File: src/rtl/id_pkg.sv
// Shared decode constants, decode-result struct and small helpers for id_stage.
// Optional RV_M_EN build macro enables the M-extension encodings.
package id_pkg;

  localparam int unsigned ALU_W  = 5;
  localparam int unsigned MEM_W  = 6;
  localparam int unsigned OPC_W  = 5;
  localparam int unsigned KILL_W = 3;

  localparam logic [ALU_W-1:0] ALU_ADD    = 5'd0;
  localparam logic [ALU_W-1:0] ALU_SUB    = 5'd1;
  localparam logic [ALU_W-1:0] ALU_SLL    = 5'd2;
  localparam logic [ALU_W-1:0] ALU_SLT    = 5'd3;
  localparam logic [ALU_W-1:0] ALU_SLTU   = 5'd4;
  localparam logic [ALU_W-1:0] ALU_XOR    = 5'd5;
  localparam logic [ALU_W-1:0] ALU_SRL    = 5'd6;
  localparam logic [ALU_W-1:0] ALU_SRA    = 5'd7;
  localparam logic [ALU_W-1:0] ALU_OR     = 5'd8;
  localparam logic [ALU_W-1:0] ALU_AND    = 5'd9;
  localparam logic [ALU_W-1:0] ALU_PASS_B = 5'd10;
  // Base-ISA word ops have dedicated codes; M ops carry ALU_W_FLAG instead.
  localparam logic [ALU_W-1:0] ALU_ADDW   = 5'd11;
  localparam logic [ALU_W-1:0] ALU_SUBW   = 5'd12;
  localparam logic [ALU_W-1:0] ALU_SLLW   = 5'd13;
  localparam logic [ALU_W-1:0] ALU_SRLW   = 5'd14;
  localparam logic [ALU_W-1:0] ALU_SRAW   = 5'd15;
  localparam logic [ALU_W-1:0] ALU_MUL    = 5'd16;
  localparam logic [ALU_W-1:0] ALU_MULH   = 5'd17;
  localparam logic [ALU_W-1:0] ALU_MULHSU = 5'd18;
  localparam logic [ALU_W-1:0] ALU_MULHU  = 5'd19;
  localparam logic [ALU_W-1:0] ALU_DIV    = 5'd20;
  localparam logic [ALU_W-1:0] ALU_DIVU   = 5'd21;
  localparam logic [ALU_W-1:0] ALU_REM    = 5'd22;
  localparam logic [ALU_W-1:0] ALU_REMU   = 5'd23;
  localparam logic [ALU_W-1:0] ALU_W_FLAG = 5'b01000;

  localparam int unsigned MEM_LOAD  = 5;
  localparam int unsigned MEM_STORE = 4;
  localparam int unsigned MEM_UNS   = 3;

  localparam logic [OPC_W-1:0] OPC_LOAD      = 5'b00000;
  localparam logic [OPC_W-1:0] OPC_OP_IMM    = 5'b00100;
  localparam logic [OPC_W-1:0] OPC_AUIPC     = 5'b00101;
  localparam logic [OPC_W-1:0] OPC_OP_IMM_32 = 5'b00110;
  localparam logic [OPC_W-1:0] OPC_STORE     = 5'b01000;
  localparam logic [OPC_W-1:0] OPC_OP        = 5'b01100;
  localparam logic [OPC_W-1:0] OPC_LUI       = 5'b01101;
  localparam logic [OPC_W-1:0] OPC_OP_32     = 5'b01110;
  localparam logic [OPC_W-1:0] OPC_BRANCH    = 5'b11000;
  localparam logic [OPC_W-1:0] OPC_JALR      = 5'b11001;
  localparam logic [OPC_W-1:0] OPC_JAL       = 5'b11011;

  typedef struct packed {
    logic [31:0]       imm;
    logic [31:0]       br_imm;
    logic [ALU_W-1:0]  alu_op;
    logic              src1;
    logic              src2;
    logic [MEM_W-1:0]  mem_op;
    logic              reg_we;
    logic              illegal;
    logic              use_rs1;
    logic              use_rs2;
    logic              is_jal;
    logic              is_jalr;
    logic              is_branch;
  } dec_t;

  // Register/immediate ALU op selected purely by funct3 (funct7 = 0 forms).
  function automatic logic [ALU_W-1:0] base_alu(input logic [2:0] funct3);
    case (funct3)
      3'b000:  return ALU_ADD;
      3'b001:  return ALU_SLL;
      3'b010:  return ALU_SLT;
      3'b011:  return ALU_SLTU;
      3'b100:  return ALU_XOR;
      3'b101:  return ALU_SRL;
      3'b110:  return ALU_OR;
      default: return ALU_AND;
    endcase
  endfunction

endpackage

File: src/rtl/id_br_cmp.sv
// Branch condition evaluation and branch/jump target adder (combinational).
module id_br_cmp
  import id_pkg::*;
#(
  parameter int unsigned XLEN = 32
) (
  input  logic [XLEN-1:0] rs1,
  input  logic [XLEN-1:0] rs2,
  input  logic [XLEN-1:0] pc,
  input  logic [XLEN-1:0] imm,
  input  logic [2:0]      funct3,
  input  logic            is_jalr,
  output logic            cond,
  output logic [XLEN-1:0] target
);

  logic            raw;
  logic [XLEN-1:0] sum;

  // funct3[2:1] picks the relation, funct3[0] inverts it.
  always_comb begin
    case (funct3[2:1])
      2'b00:   raw = (rs1 == rs2);
      2'b10:   raw = ($signed(rs1) < $signed(rs2));
      2'b11:   raw = (rs1 < rs2);
      default: raw = 1'b0;
    endcase
    cond   = raw ^ funct3[0];
    sum    = (is_jalr ? rs1 : pc) + imm;
    target = sum & ~XLEN'(1);
  end

endmodule

File: src/rtl/id_stage.sv
// Pipelined RV32I/RV64I decode stage with local branch resolution, squash and load-use stall.
// Build macro RV_M_EN enables decoding of the M-extension.
module id_stage
  import id_pkg::*;
#(
  parameter int unsigned XLEN        = 32,
  parameter int unsigned KILL_CYCLES = 1
) (
  input  logic            clk,
  input  logic            rst,
  input  logic            in_valid,
  output logic            in_ready,
  input  logic [XLEN-1:0] in_pc,
  input  logic [31:0]     in_inst,
  output logic [4:0]      rs1_addr,
  output logic [4:0]      rs2_addr,
  input  logic [XLEN-1:0] rs1_data,
  input  logic [XLEN-1:0] rs2_data,
  output logic            out_valid,
  input  logic            out_ready,
  output logic [XLEN-1:0] out_pc,
  output logic [XLEN-1:0] out_imm,
  output logic [XLEN-1:0] out_rs1_data,
  output logic [XLEN-1:0] out_rs2_data,
  output logic [4:0]      out_rd,
  output logic [4:0]      out_alu_op,
  output logic            out_alu_src_1,
  output logic            out_alu_src_2,
  output logic [5:0]      out_mem_op,
  output logic            out_reg_we,
  output logic            out_illegal,
  output logic            redirect,
  output logic [XLEN-1:0] redirect_addr
);

  localparam bit RV64 = (XLEN == 64);
  localparam logic [KILL_W-1:0] KILL_LOAD = KILL_W'(KILL_CYCLES);

  dec_t              d;
  logic [OPC_W-1:0]  opc;
  logic [4:0]        rd;
  logic [2:0]        funct3;
  logic [6:0]        funct7;
  logic              shamt_ok;
  logic [31:0]       imm_i, imm_s, imm_b, imm_u, imm_j;
  logic [XLEN-1:0]   tgt_imm;
  logic [XLEN-1:0]   target;
  logic              cond;
  logic              taken;
  logic              stall;
  logic              fire_in;
  logic [KILL_W-1:0] kill_cnt;

  assign opc      = in_inst[6:2];
  assign rd       = in_inst[11:7];
  assign funct3   = in_inst[14:12];
  assign funct7   = in_inst[31:25];
  assign rs1_addr = in_inst[19:15];
  assign rs2_addr = in_inst[24:20];
  assign shamt_ok = RV64 || !in_inst[25];

  assign imm_i = {{20{in_inst[31]}}, in_inst[31:20]};
  assign imm_s = {{20{in_inst[31]}}, in_inst[31:25], in_inst[11:7]};
  assign imm_b = {{19{in_inst[31]}}, in_inst[31], in_inst[7], in_inst[30:25], in_inst[11:8], 1'b0};
  assign imm_u = {in_inst[31:12], 12'b0};
  assign imm_j = {{11{in_inst[31]}}, in_inst[31], in_inst[19:12], in_inst[20], in_inst[30:21], 1'b0};

  // Instruction class decode; illegal encodings collapse to a bare illegal flag.
  always_comb begin
    d         = '0;
    d.illegal = (in_inst[1:0] != 2'b11);
    case (opc)
      OPC_LUI: begin
        d.alu_op = ALU_PASS_B; d.src2 = 1'b1; d.imm = imm_u; d.reg_we = 1'b1;
      end
      OPC_AUIPC: begin
        d.alu_op = ALU_ADD; d.src1 = 1'b1; d.src2 = 1'b1; d.imm = imm_u; d.reg_we = 1'b1;
      end
      OPC_JAL: begin
        d.src1 = 1'b1; d.src2 = 1'b1; d.imm = 32'd4; d.br_imm = imm_j;
        d.reg_we = 1'b1; d.is_jal = 1'b1;
      end
      OPC_JALR: begin
        d.src1 = 1'b1; d.src2 = 1'b1; d.imm = 32'd4; d.br_imm = imm_i;
        d.reg_we = 1'b1; d.use_rs1 = 1'b1; d.is_jalr = 1'b1;
        if (funct3 != 3'b000) d.illegal = 1'b1;
      end
      OPC_BRANCH: begin
        d.alu_op = ALU_SUB; d.imm = imm_b; d.br_imm = imm_b;
        d.use_rs1 = 1'b1; d.use_rs2 = 1'b1; d.is_branch = 1'b1;
        if (funct3[2:1] == 2'b01) d.illegal = 1'b1;
      end
      OPC_LOAD: begin
        d.src2 = 1'b1; d.imm = imm_i; d.use_rs1 = 1'b1; d.reg_we = 1'b1;
        d.mem_op = {1'b1, 1'b0, funct3[2], 1'b0, funct3[1:0]};
        if (funct3 == 3'b111 || ((funct3 == 3'b011 || funct3 == 3'b110) && !RV64))
          d.illegal = 1'b1;
      end
      OPC_STORE: begin
        d.src2 = 1'b1; d.imm = imm_s; d.use_rs1 = 1'b1; d.use_rs2 = 1'b1;
        d.mem_op = {1'b0, 1'b1, 1'b0, 1'b0, funct3[1:0]};
        if (funct3[2] || (funct3 == 3'b011 && !RV64)) d.illegal = 1'b1;
      end
      OPC_OP_IMM: begin
        d.src2 = 1'b1; d.imm = imm_i; d.use_rs1 = 1'b1; d.reg_we = 1'b1;
        d.alu_op = base_alu(funct3);
        if (funct3 == 3'b001 && !(in_inst[31:26] == 6'b000000 && shamt_ok))
          d.illegal = 1'b1;
        if (funct3 == 3'b101) begin
          d.alu_op = in_inst[30] ? ALU_SRA : ALU_SRL;
          if (!((in_inst[31:26] == 6'b000000 || in_inst[31:26] == 6'b010000) && shamt_ok))
            d.illegal = 1'b1;
        end
      end
      OPC_OP: begin
        d.use_rs1 = 1'b1; d.use_rs2 = 1'b1; d.reg_we = 1'b1;
        case (funct7)
          7'b0000000: d.alu_op = base_alu(funct3);
          7'b0100000: begin
            if (funct3 == 3'b000)      d.alu_op = ALU_SUB;
            else if (funct3 == 3'b101) d.alu_op = ALU_SRA;
            else                       d.illegal = 1'b1;
          end
`ifdef RV_M_EN
          7'b0000001: d.alu_op = ALU_MUL | ALU_W'(funct3);
`endif
          default: d.illegal = 1'b1;
        endcase
      end
      OPC_OP_IMM_32: begin
        d.src2 = 1'b1; d.imm = imm_i; d.use_rs1 = 1'b1; d.reg_we = 1'b1;
        if (!RV64) d.illegal = 1'b1;
        case (funct3)
          3'b000: d.alu_op = ALU_ADDW;
          3'b001: begin
            d.alu_op = ALU_SLLW;
            if (funct7 != 7'b0000000) d.illegal = 1'b1;
          end
          3'b101: begin
            d.alu_op = in_inst[30] ? ALU_SRAW : ALU_SRLW;
            if (funct7 != 7'b0000000 && funct7 != 7'b0100000) d.illegal = 1'b1;
          end
          default: d.illegal = 1'b1;
        endcase
      end
      OPC_OP_32: begin
        d.use_rs1 = 1'b1; d.use_rs2 = 1'b1; d.reg_we = 1'b1;
        if (!RV64) d.illegal = 1'b1;
        case (funct7)
          7'b0000000: begin
            if (funct3 == 3'b000)      d.alu_op = ALU_ADDW;
            else if (funct3 == 3'b001) d.alu_op = ALU_SLLW;
            else if (funct3 == 3'b101) d.alu_op = ALU_SRLW;
            else                       d.illegal = 1'b1;
          end
          7'b0100000: begin
            if (funct3 == 3'b000)      d.alu_op = ALU_SUBW;
            else if (funct3 == 3'b101) d.alu_op = ALU_SRAW;
            else                       d.illegal = 1'b1;
          end
`ifdef RV_M_EN
          7'b0000001: begin
            d.alu_op = ALU_MUL | ALU_W_FLAG | ALU_W'(funct3);
            if (funct3 == 3'b001 || funct3 == 3'b010 || funct3 == 3'b011) d.illegal = 1'b1;
          end
`endif
          default: d.illegal = 1'b1;
        endcase
      end
      default: d.illegal = 1'b1;
    endcase
    if (d.illegal) begin
      d         = '0;
      d.illegal = 1'b1;
    end
    if (rd == 5'd0) d.reg_we = 1'b0;
  end

  assign tgt_imm = XLEN'($signed(d.br_imm));

  id_br_cmp #(.XLEN(XLEN)) u_br_cmp (
    .rs1     (rs1_data),
    .rs2     (rs2_data),
    .pc      (in_pc),
    .imm     (tgt_imm),
    .funct3  (funct3),
    .is_jalr (d.is_jalr),
    .cond    (cond),
    .target  (target)
  );

  assign taken = d.is_jal | d.is_jalr | (d.is_branch & cond);

  // Load-use hazard against the load currently held in the output register.
  assign stall = out_valid & out_mem_op[MEM_LOAD] & (out_rd != 5'd0) &
                 ((d.use_rs1 & (out_rd == rs1_addr)) | (d.use_rs2 & (out_rd == rs2_addr)));

  assign in_ready = !rst & ((kill_cnt != '0) | (!stall & (!out_valid | out_ready)));
  assign fire_in  = in_valid & in_ready;

  // Packet register, redirect pulse and wrong-path squash counter.
  always_ff @(posedge clk) begin
    if (rst) begin
      out_valid     <= 1'b0;
      out_pc        <= '0;
      out_imm       <= '0;
      out_rs1_data  <= '0;
      out_rs2_data  <= '0;
      out_rd        <= '0;
      out_alu_op    <= '0;
      out_alu_src_1 <= 1'b0;
      out_alu_src_2 <= 1'b0;
      out_mem_op    <= '0;
      out_reg_we    <= 1'b0;
      out_illegal   <= 1'b0;
      redirect      <= 1'b0;
      redirect_addr <= '0;
      kill_cnt      <= '0;
    end else begin
      redirect <= 1'b0;
      if (kill_cnt != '0) begin
        kill_cnt <= kill_cnt - KILL_W'(1);
        if (out_ready) out_valid <= 1'b0;
      end else if (fire_in) begin
        out_valid     <= 1'b1;
        out_pc        <= in_pc;
        out_imm       <= XLEN'($signed(d.imm));
        out_rs1_data  <= rs1_data;
        out_rs2_data  <= rs2_data;
        out_rd        <= d.reg_we ? rd : 5'd0;
        out_alu_op    <= d.alu_op;
        out_alu_src_1 <= d.src1;
        out_alu_src_2 <= d.src2;
        out_mem_op    <= d.mem_op;
        out_reg_we    <= d.reg_we;
        out_illegal   <= d.illegal;
        if (taken) begin
          redirect      <= 1'b1;
          redirect_addr <= target;
          kill_cnt      <= KILL_LOAD;
        end
      end else if (out_ready) begin
        out_valid <= 1'b0;
      end
    end
  end

endmodule
File: config.mk
export PLATFORM = sky130hd
export DESIGN_NAME = id_stage
export DESIGN_NICKNAME = d
export VERILOG_FILES = /design/src/rtl/id_pkg.sv /design/src/rtl/id_br_cmp.sv /design/src/rtl/id_stage.sv
export SDC_FILE = /design/constraint.sdc
export NUM_CORES = 1
export LEC_CHECK = 0
export ABC_CLOCK_PERIOD_IN_PS = 7430
export BUFFER_PORTS_ARGS = -buffer_cell sky130_fd_sc_hd__clkbuf_2
export CAP_MARGIN = 40
export CELL_PAD_IN_SITES_DETAIL_PLACEMENT = 0
export CELL_PAD_IN_SITES_GLOBAL_PLACEMENT = 2
export CORE_AREA = 2 2 193 195
export DETAILED_ROUTE_END_ITERATION = 10
export DIE_AREA = 0 0 195 197
export GPL_ROUTABILITY_DRIVEN = 0
export PLACE_DENSITY = 0.76
export SLEW_MARGIN = 20
export SYNTH_ARGS = -nofsm -noshare
export SYNTH_HDL_FRONTEND = slang
export SYNTH_HIERARCHICAL = 1
export SYNTH_SLANG_ARGS = --single-unit
File: constraint.sdc
create_clock -name clk -period 7.43 [get_ports clk]
set_input_delay 1.1145 -clock clk [delete_from_list [all_inputs] [get_ports clk]]
set_output_delay 1.1145 -clock clk [all_outputs]
set_load 0.02 [all_outputs]
==> flow_summary_export.csv, run 1 <==
group,metric,value,unit
run_status,status,"complete, no violations",
timing,rsz0062_at_grt,"no",
timing,post-route-period-util,83.2,%
min_path,hold_class,"flop to flop",
floorplan,fp.dieH,197,um
finish,drive_above_1_share,28.1,%
floorplan,io_pins,325,
timing,setup_violations,0,
power_and_ir_drop,swShare,30.4,%
floorplan,rows,70,
timing,finalSetupTns,0,ns
drt,num_vias,10200,
power_and_ir_drop,p_switching,0.000723,W
finish,area_delta_synth_final,25.3,%
global_route,grtUsageTotal,20.9,%
drt,drt_iter0_markers,594,
power_and_ir_drop,power_density,182,nW/um^2
timing,min_period,6.18,ns
power_and_ir_drop,combPwrFrac,16.2,%
min_path,holdPathStages,2,
global_route,antenna_found_initial,3,
power_and_ir_drop,cellInternalPower,0.00165,W
yosys,netlist_top_cells_count,"nand2_1, dfxtp_1, a21oi_1",
finish,layout.nets,1742,
clock_network,post_cts_resized,0,
clock_network,hold_buffers,0,
floorplan,die_area,38400,sq um
power_and_ir_drop,ir_drop,0.165,mV
drt,dr.pass1.iters,5,
power_and_ir_drop,leakagePower,6.16,nW
drt,wl_per_cell,20.1,um
timing,drv_slew,0,
setup_path,worstPathMaxFanout,23,
global_route,overflow,0,
timing,hold_viol,0,
global_route,grt_pass1_vias,9603,
drt,totalWireLength,40800,um
floorplan,core_area,36300,sq um
setup_path,crit_type,"input pin to flop",
yosys,synth_area_leaders,"dfxtp_1, nand2_1, a21oi_1",
global_route,grt_pass1_wl,60600,um
yosys,synth_top_area_share,35.2,%
timing,finClkSkew,0.0182,ns
clock_network,clkSinkCount,183,
power_and_ir_drop,power.share.clock,40.8,%
clock_network,clk_pin_slew,0.07,ns
yosys,syn_area_per_cell,8.17,sq um
floorplan,initial_core_util,28.7,%
yosys,ys_ff_latch,183,
finish,nFillCells,3928,
setup_path,end_kind,"flop",
finish,final_area,13000,sq um
clock_network,cts_buffers,17,
clock_network,h-tree-depth,4,
job,max-cap-violations,0,
yosys,seq_area_frac_synth,35.2,%
timing,worst_pin_slew,0.780,ns
placed_design,dp_hpwl,31700,um
clock_network,tritoncts,"built",
placed_design,port_buffers,322,
yosys,synth_area,10400,sq um
setup_path,reg2reg_depth,9,
drt,vias_per_cell,5.04,
clock_network,post_cts_buffers,0,
setup_path,crit_arrival,6.52,ns
clock_network,clock_latency,0.47,ns
yosys,synth.distinct_cells,72,
yosys,yosysMostFrequentCell,"nand2_1",
yosys,synth_top_area_cell,"dfxtp_1",
yosys,synth_edf_count,0,
yosys,async_flop_share,0,%
drt,drc,0,
yosys,synthCells,1273,
timing,fmax,0.162,GHz
placed_design,placed_area,12400,sq um
setup_path,setup.worst_path.start_class,"input pin",
yosys,yosysWarnings,6,
power_and_ir_drop,seqPwrFrac,43.0,%
floorplan,die_w,195,um
timing,relSlewSlack,48.0,%
setup_path,crit_required,7.77,ns
yosys,synth_ff_type,"dfxtp_1",
global_route,grt_max_degree,68,
clock_network,cts_buffer_depth,2,
drt,ant_nets,0,
clock_network,cts_root_buffer,"clkbuf_16",
[path summary, 6_finish.rpt]
path / startpoint / to / slack, ns
max: in_inst[25] / redirect_addr[26] / 1.25
min: out_alu_op[3] / out_alu_op[3] / 0.45
max reg2reg: kill_cnt[0] / out_rs2_data[17] / 4.13
min reg2reg: out_alu_op[3] / out_alu_op[3] / 0.45
[power groups by stage]
stage,logic [W],clock network (W),registers (W)
CTS,0.000388,0.000998,0.00102
global route,0.000422,0.00103,0.00103
global placement,0.000379,0,0.00104
floorplan,0.000189,0,0.00108
finish,0.000386,0.000969,0.00102
detailed placement,0.000386,0,0.00105
[stage by stage]
step | hold WS (ns) | cells | power, W | utilization (%) | setup WS (ns)
final | 0.450 | 2028 | 0.00238 | 36.0 | 1.25
after global routing | 0.468 | 2028 | 0.00248 | 36.0 | 0.892
after CTS | 0.454 | 2024 | 0.00241 | 35.9 | 1.29
after detailed placement | 0.445 | 1992 | 0.00143 | 34.2 | 0.805
after global placement | 0.442 | 1985 | 0.00142 | 33.9 | 0.918
after floorplan | 0.440 | 1274 | 0.00127 | - | 1.07
[per-layer routing]
layer  track usage, %  wire length, um  up-vias
met5                0                0        -
met4             6.56              850        0
met3             4.77             2430       54
met2             32.3            18300      327
met1             28.8            19200     4826
li1                 -                -     5017
[registers in the layout, summed over array words and instances (netlist names)]
name,flops
out_rd,5
out_valid,1
out_pc,32
out_rs2_data,32
out_alu_op,4
redirect,1
out_mem_op,5
out_alu_src_2,1
out_imm,32
kill_cnt,3
out_rs1_data,32
out_reg_we,1
out_illegal,1
out_alu_src_1,1
redirect_addr,32
[critical path: stages]
cell      delay, ns
clkbuf_2       0.11
or4_4          0.58
or2_1          0.28
o211ai_1       0.16
and3_1         0.34
and2_1         0.20
nand2_1        0.23
nor2_4         0.34
buf_4          0.38
mux2_2         0.38
ha_1           0.34
nand2b_1       0.13
a21oi_1        0.10
o21ai_0        0.33
a211oi_1       0.16
or3_1          0.43
a31o_2         0.28
a221o_1        0.31
xor2_1         0.14
mux2i_1        0.12
nor2_1         0.05
[cells by family after synthesis]
group | after synthesis | share of synthesized area, %
AOI/OAI and AO/OA | 336 | 21.8
xor gates and xnor gates | 42 | 3.54
adders and majority gates | 65 | 7.89
buffers and inverters | 143 | 6.06
DFF | 183 | 35.2
muxes | 65 | 6.65
other | 2 | 0.0722
and+or+nand+nor | 437 | 18.7
[cells in the final DEF (no fill, tap or decap), types with 4 or more instances in the layout]
cell / netlist / layout
nor2b_1: 10 / 10
and2_1: 6 / 6
clkbuf_2: 1 / 321
o2bb2ai_2: 20 / 20
dfxtp_1: 183 / 183
nor3b_1: 5 / 5
nor3_1: 17 / 17
nand2b_1: 7 / 7
mux2_2: 29 / 29
and3_1: 13 / 13
a22o_1: 13 / 13
or3_1: 5 / 5
nor2_1: 68 / 66
a211oi_1: 6 / 6
buf_4: 13 / 11
a22oi_1: 10 / 10
inv_1: 54 / 54
clkbuf_16: 0 / 17
ha_1: 64 / 64
a21o_1: 29 / 29
nand4_1: 16 / 16
nor4_1: 4 / 4
and4_1: 6 / 6
a31oi_1: 8 / 7
o2bb2ai_1: 5 / 5
o21ai_0: 19 / 19
o21a_1: 4 / 4
or2_2: 5 / 5
xor2_1: 20 / 20
mux2i_1: 35 / 35
nand3_1: 8 / 8
xnor2_1: 22 / 22
nand2_1: 253 / 253
o211ai_1: 8 / 8
a21oi_1: 172 / 172
a32o_1: 4 / 4
[final cells by class]
class                           instances  area, sq um  share of cell area [%]
Multi-Input combinational cell        948         6150                    47.2
Sequential cell                       183         3660                    28.1
Timing Repair Buffer                  341         1820                    14.0
Tap cell                              468          586                    4.49
Clock buffer                           18          439                    3.37
Inverter                               54          203                    1.55
Clock inverter                         14          170                    1.31
Antenna cell                            2         5.00                  0.0384
Note: power is estimated with default switching activity, not from simulation.
==> inputs of run 2 (changes only) <==
Settings changed: ABC_CLOCK_PERIOD_IN_PS 7430 to 5600, CORE_AREA 2 2 193 195 to 2 2 204 206, DIE_AREA 0 0 195 197 to 0 0 206 208, PLACE_DENSITY 0.76 to 0.72.
Clock period 7.43 ns to 5.6 ns, I/O delays scaled along.
==> run 2 against run 1 <==
Against the previous run:
- worst hold slack better by 0.0051 ns
- sequential share of layout area down 1.0 points
- clock skew decreased by 0.0041 ns
- clock power grew 31%
- critical path depth is the same
- global-route usage down 1.6 points
- register-to-register slack got worse by 1.7 ns
- routed wire length rose by 2.5%
- sequential cell count did not move
- combinational power is 39% higher
- cell area grew 3.9%
==> flow_summary_export.csv, run 2 (synthesis results as in run 1) <==
group,metric,value,unit
power_and_ir_drop,p_switching,0.000952,W
timing,rsz0062_at_grt,"no",
finish,area_delta_synth_final,30.2,%
power_and_ir_drop,seqPwrFrac,42.9,%
run_status,status,"complete, no violations",
setup_path,path_buf_inv,2,
global_route,antenna_found_initial,3,
setup_path,worstPathMaxFanout,14,
floorplan,fp.dieH,208,um
floorplan,initial_core_util,25.7,%
clock_network,cts_root_buffer,"clkbuf_16",
setup_path,slowest_delay,0.58,ns
drt,drc,0,
finish,layout_commonest_cell,"clkbuf_2",
setup_path,critPathSlowestCell,"or4_4",
timing,setup_violations,0,
global_route,grt_pass1_vias,10000,
clock_network,clock_latency,0.46,ns
drt,ant_nets,0,
placed_design,placed_area,12900,sq um
timing,hold_viol,0,
setup_path,end_kind,"flop",
setup_path,crit_type,"input pin to flop",
finish,final_cell_mix,"clkbuf_2, nand2_1, dfxtp_1",
finish,layout.nets,1793,
timing,finClkSkew,0.0141,ns
finish,final_area,13500,sq um
power_and_ir_drop,cellInternalPower,0.00221,W
timing,worst_pin_slew,0.739,ns
drt,wl_per_cell,19.5,um
floorplan,io_pins,325,
power_and_ir_drop,ir_drop,0.146,mV
finish,nFillCells,4372,
placed_design,dp_hpwl,32900,um
power_and_ir_drop,swShare,30.1,%
floorplan,die_area,42800,sq um
power_and_ir_drop,power.share.clock,40.1,%
setup_path,crit_required,5.93,ns
floorplan,rows,74,
drt,vias_per_cell,4.79,
global_route,grt_pass1_wl,62600,um
timing,drv_slew,0,
min_path,hold_class,"flop to flop",
power_and_ir_drop,leakagePower,6.42,nW
job,max-cap-violations,0,
clock_network,post_cts_buffers,0,
global_route,grtUsageTotal,19.3,%
timing,fmax,0.191,GHz
timing,relSlewSlack,50.6,%
setup_path,cp_cell_sequence,"clkbuf_2 -> or4_4 -> or2_1 -> a22oi_1 -> o2111a_2 -> and2_1 -> nand2_1 -> nor2_4 -> buf_4 -> mux2_2 -> ha_1 -> o21ai_0 -> a21oi_1 -> o21ai_1 -> a211oi_1 -> or3_1 -> a31o_2 -> a221o_1 -> xor2_1 -> mux2i_1 -> nor2_1",
clock_network,cts_buffer_depth,2,
clock_network,clk_pin_slew,0.07,ns
clock_network,post_cts_resized,0,
clock_network,clkSinkCount,183,
clock_network,tritoncts,"built",
power_and_ir_drop,combPwrFrac,17.0,%
global_route,grt_max_degree,102,
finish,post-route-util,33.4,%
clock_network,cts_buffers,17,
floorplan,core_area,40600,sq um
timing,min_period,5.24,ns
drt,drt_iter0_markers,556,
floorplan,die_w,206,um
setup_path,setup.worst_path.start_class,"input pin",
drt,dr.pass1.iters,5,
power_and_ir_drop,power_density,233,nW/um^2
clock_network,h-tree-depth,4,
finish,drive_above_1_share,30.6,%
setup_path,cp_top_family,"simple AND/OR/NAND/NOR gates",
drt,num_vias,10300,
placed_design,port_buffers,322,
clock_network,hold_buffers,0,
setup_path,crit_arrival,5.57,ns
drt,totalWireLength,41800,um
timing,post-route-period-util,93.6,%
global_route,overflow,0,
-- run 2: worst paths after layout --
path	endpoint	startpoint	slack [ns]	cells past startpoint
max	redirect_addr[26]	in_inst[25]	0.36	21
min	out_rs1_data[18]	out_rs1_data[18]	0.46	2
max reg2reg	out_imm[24]	kill_cnt[0]	2.40	9
min reg2reg	out_rs1_data[18]	out_rs1_data[18]	0.46	2
-- run 2: routing by layer --
layer	vias to the layer above	track usage [%]	share of wire, %
met5	-	0	0
met4	0	6.38	2.6
met3	48	3.54	5.2
met2	296	29.7	44
met1	4821	26.9	48
li1	5096	-	-
-- run 2: worst reg2reg max path: cells and delay by family (launching register included) --
kind	cells	cell delay (ns)
adder cells (fa/ha/maj)	1	0.31
AO/OA/AOI/OAI	4	1.26
buffers and inverters	2	0.36
flip-flops	1	0.32
AND/OR/NAND/NOR	2	0.88
-- run 2: area by class of cell --
cell class	count	area, sq um	area share (%)
antenna	1	2.50	0.0185
multi-input combinational	948	6170	45.6
sequential	183	3660	27.1
inverter	54	203	1.50
tap	532	666	4.92
clock inverter	14	160	1.18
clock buffer	18	439	3.24
timing repair buffer	392	2240	16.5
-- run 2: power groups by stage --
stage                     sequential, W  combinational (W)  clock, W
after floorplan                 0.00143           0.000251         0
final                           0.00136           0.000537   0.00127
after global routing            0.00136           0.000589   0.00137
after CTS                       0.00136           0.000540   0.00132
after global placement          0.00139           0.000530         0
after detailed placement        0.00139           0.000539         0
-- run 2: through the flow --
stage	hold slack (ns)	setup TNS [ns]	std cells	power [W]	worst slack, ns
floorplan	0.440	-0.0123	1274	0.00168	-0.0123
global placement	0.441	-0.0402	2103	0.00192	-0.0215
detailed placement	0.446	-0.298	2108	0.00193	-0.101
CTS	0.456	0	2140	0.00322	0.382
global route	0.476	0	2142	0.00332	0.0877
finish	0.455	0	2142	0.00316	0.361
==> inputs of run 3 (changes only) <==
Settings changed: ABC_AREA set to 1, ABC_CLOCK_PERIOD_IN_PS 5600 to 4410, CORE_AREA 2 2 204 206 to 2 2 216 218, DIE_AREA 0 0 206 208 to 0 0 218 220, HOLD_SLACK_MARGIN set to 0.1, PLACE_DENSITY 0.72 to 0.73.
Clock period 5.6 ns to 4.41 ns, I/O delays scaled along.
==> run 3 against run 2 <==
Against the previous run:
- first-iteration DRC count rose by 46%
- non-clock buffer count fell by 28
- highest routed layer unchanged
- critical endpoint is now redirect_addr[21]
- total power is 28% higher
- largest power group unchanged
==> flow_summary_export.csv, run 3 <==
group,metric,value,unit
yosys,synth.distinct_cells,53,
yosys,synth_compound_area_share,16.9,%
placed_design,port_buffers,322,
drt,dr.pass1.iters,5,
yosys,ys_ff_latch,183,
yosys,synth_mux_area_share,3.00,%
yosys,synth_ff_type,"dfxtp_1",
clock_network,clock_latency,0.50,ns
global_route,grt_pass1_vias,11400,
yosys,synth_top_family_by_area,"simple AND/OR/NAND/NOR gates",
drt,totalWireLength,48800,um
yosys,yosys.area_share.adder,7.28,%
drt,vias_per_cell,4.69,
finish,layout.nets,2167,
timing,fmax,0.242,GHz
power_and_ir_drop,combPwrFrac,17.3,%
timing,relSlewSlack,34.0,%
yosys,synth_area,11300,sq um
timing,finClkSkew,0.0121,ns
power_and_ir_drop,swShare,31.8,%
floorplan,rows,79,
clock_network,h-tree-depth,4,
yosys,synth_edf_count,0,
clock_network,clkSinkCount,183,
yosys,syn_area_per_cell,6.70,sq um
floorplan,core_area,45900,sq um
drt,num_vias,12100,
finish,final_cell_mix,"nand2_1, clkbuf_2, a21oi_1",
setup_path,end_kind,"flop",
clock_network,clk_pin_slew,0.08,ns
yosys,synthCells,1681,
yosys,synth_top_area_share,32.5,%
global_route,grt_max_degree,148,
timing,setup_violations,0,
floorplan,io_pins,325,
yosys,yosysMostFrequentCell,"nand2_1",
drt,drt_iter0_markers,809,
run_status,status,"complete, no violations",
floorplan,initial_core_util,24.6,%
power_and_ir_drop,cellInternalPower,0.00277,W
setup_path,crit_type,"input pin to flop",
global_route,grtUsageTotal,20.1,%
timing,worst_pin_slew,0.990,ns
timing,finalSetupTns,0,ns
finish,n_antenna_cell,0,
setup_path,crit_arrival,4.55,ns
yosys,seq_area_frac_synth,32.5,%
placed_design,placedCellCount,2557,
finish,stdcell_count,2589,
floorplan,die_area,48000,sq um
setup_path,setup.worst_path.start_class,"input pin",
placed_design,dp_hpwl,38300,um
drt,ant_nets,0,
yosys,async_flop_share,0,%
timing,post-route-period-util,93.8,%
clock_network,cts_root_buffer,"clkbuf_16",
setup_path,crit_required,4.83,ns
finish,nFillCells,5194,
finish,layout_commonest_cell,"nand2_1",
min_path,hold_class,"input pin to flop",
placed_design,placed_area,13500,sq um
finish,final_area,14200,sq um
finish,area_delta_synth_final,25.7,%
power_and_ir_drop,p_switching,0.00129,W
power_and_ir_drop,ir_drop,0.223,mV
power_and_ir_drop,power.share.clock,40.2,%
yosys,synth_top_area_cell,"dfxtp_1",
drt,drc,0,
yosys,yosysWarnings,6,
timing,hold_viol,0,
clock_network,tritoncts,"built",
timing,min_period,4.14,ns
power_and_ir_drop,seqPwrFrac,42.5,%
floorplan,die_w,218,um
power_and_ir_drop,power_density,286,nW/um^2
global_route,antenna_found_initial,0,
setup_path,worstPathMaxFanout,34,
clock_network,cts_buffer_depth,2,
yosys,netlist_top_cells_count,"nand2_1, a21oi_1, dfxtp_1",
floorplan,fp.dieH,220,um
yosys,synthSimpleGateAreaFrac,28.2,%
timing,rsz0062_at_grt,"no",
job,max-cap-violations,0,
yosys,synthXorXnorAreaFrac,2.33,%
global_route,grt_pass1_wl,72100,um
drt,wl_per_cell,18.8,um
clock_network,cts_buffers,17,
finish,drive_above_1_share,23.8,%
timing,drv_slew,0,
power_and_ir_drop,leakagePower,6.40,nW
global_route,overflow,0,
yosys,synth_area_leaders,"dfxtp_1, nand2_1, a21oi_1",
==> run 3: metrics by stage <==
stage	hold slack, ns	total power [W]	worst slack (ns)	utilization, %
6_report	0.402	0.00406	0.275	30.9
5_1_grt	0.382	0.00426	0.0153	30.9
4_1_cts	0.359	0.00412	0.336	30.8
3_5_place_dp	0.455	0.00246	-0.170	29.5
3_3_place_gp	0.451	0.00246	-0.137	29.4
2_1_floorplan	0.463	0.00217	0.0970	-
==> run 3: timing repair <==
action	CTS	global route
buffers inserted	0	0
hold buffers	0	0
resized for setup	0	9
endpoints found under the setup margin	0	1
==> run 3: worst paths after layout <==
check	endpoint	slack, ns	cells past startpoint	start
hold reg to reg	redirect_addr[11]	0.46	2	redirect_addr[11]
setup / recovery	redirect_addr[21]	0.27	23	in_inst[14]
setup reg to reg	out_rs1_data[25]	1.64	15	out_rd[3]
hold / removal	out_rs2_data[9]	0.40	3	rs2_data[9]
==> run 3: final cells by class <==
class                      instances  area [sq um]  area share (%)
clock inverter                    14           164            1.16
multi-input combinational       1252          6570            46.4
tap                              607           759            5.36
sequential                       183          3660            25.9
inverter                         152           573            4.05
timing repair buffer             364          2000            14.2
clock buffer                      17           425            3.00
==> run 3: power groups by stage <==
| stage | clock network (W) | logic [W] | registers [W] |
|---|---|---|---|
| 2_1_floorplan | 0 | 0.000349 | 0.00182 |
| 3_3_place_gp | 0 | 0.000701 | 0.00176 |
| 3_5_place_dp | 0 | 0.000700 | 0.00176 |
| 4_1_cts | 0.00170 | 0.000703 | 0.00172 |
| 5_1_grt | 0.00176 | 0.000770 | 0.00173 |
| 6_report | 0.00163 | 0.000701 | 0.00172 |
==> run 3: per-layer routing <==
| metal | vias to the layer above | GRT usage (%) | share of wire (%) |
|---|---|---|---|
| li1 | 6080 | - | - |
| met1 | 5699 | 27.7 | 48 |
| met2 | 331 | 31.3 | 45 |
| met3 | 37 | 4.47 | 5.3 |
| met4 | 0 | 5.46 | 1.5 |
| met5 | - | 0 | 0 |
==> run 3: cell families (layout without fill, tap and decap cells) <==
| group | Yosys count | after routing |
|---|---|---|
| and+or+nand+nor | 773 | 773 |
| AOI/OAI and AO/OA | 351 | 351 |
| xor gates and xnor gates | 30 | 30 |
| adders and majority gates | 65 | 65 |
| muxes | 30 | 30 |
| buffers and inverters | 247 | 547 |
| DFF | 183 | 183 |
| other | 2 | 3 |
==> run 3: critical path, cell delays in order <==
cell and delay (ns):
clkbuf_2 0.24, inv_1 0.14, o21ai_1 0.15, nand2_1 0.09
nor2_2 0.17, nor2_1 0.06, nor2_1 0.16, nand3_2 0.13
nor2_4 0.12, buf_12 0.23, mux2_2 0.42, ha_1 0.40
nand2_1 0.11, nand2_1 0.08, a31oi_2 0.25, nand2_1 0.10
a21oi_1 0.13, nand2_1 0.14, nand2_1 0.10, nand2_1 0.06
xor2_1 0.24, nand4_1 0.15, a21oi_1 0.18
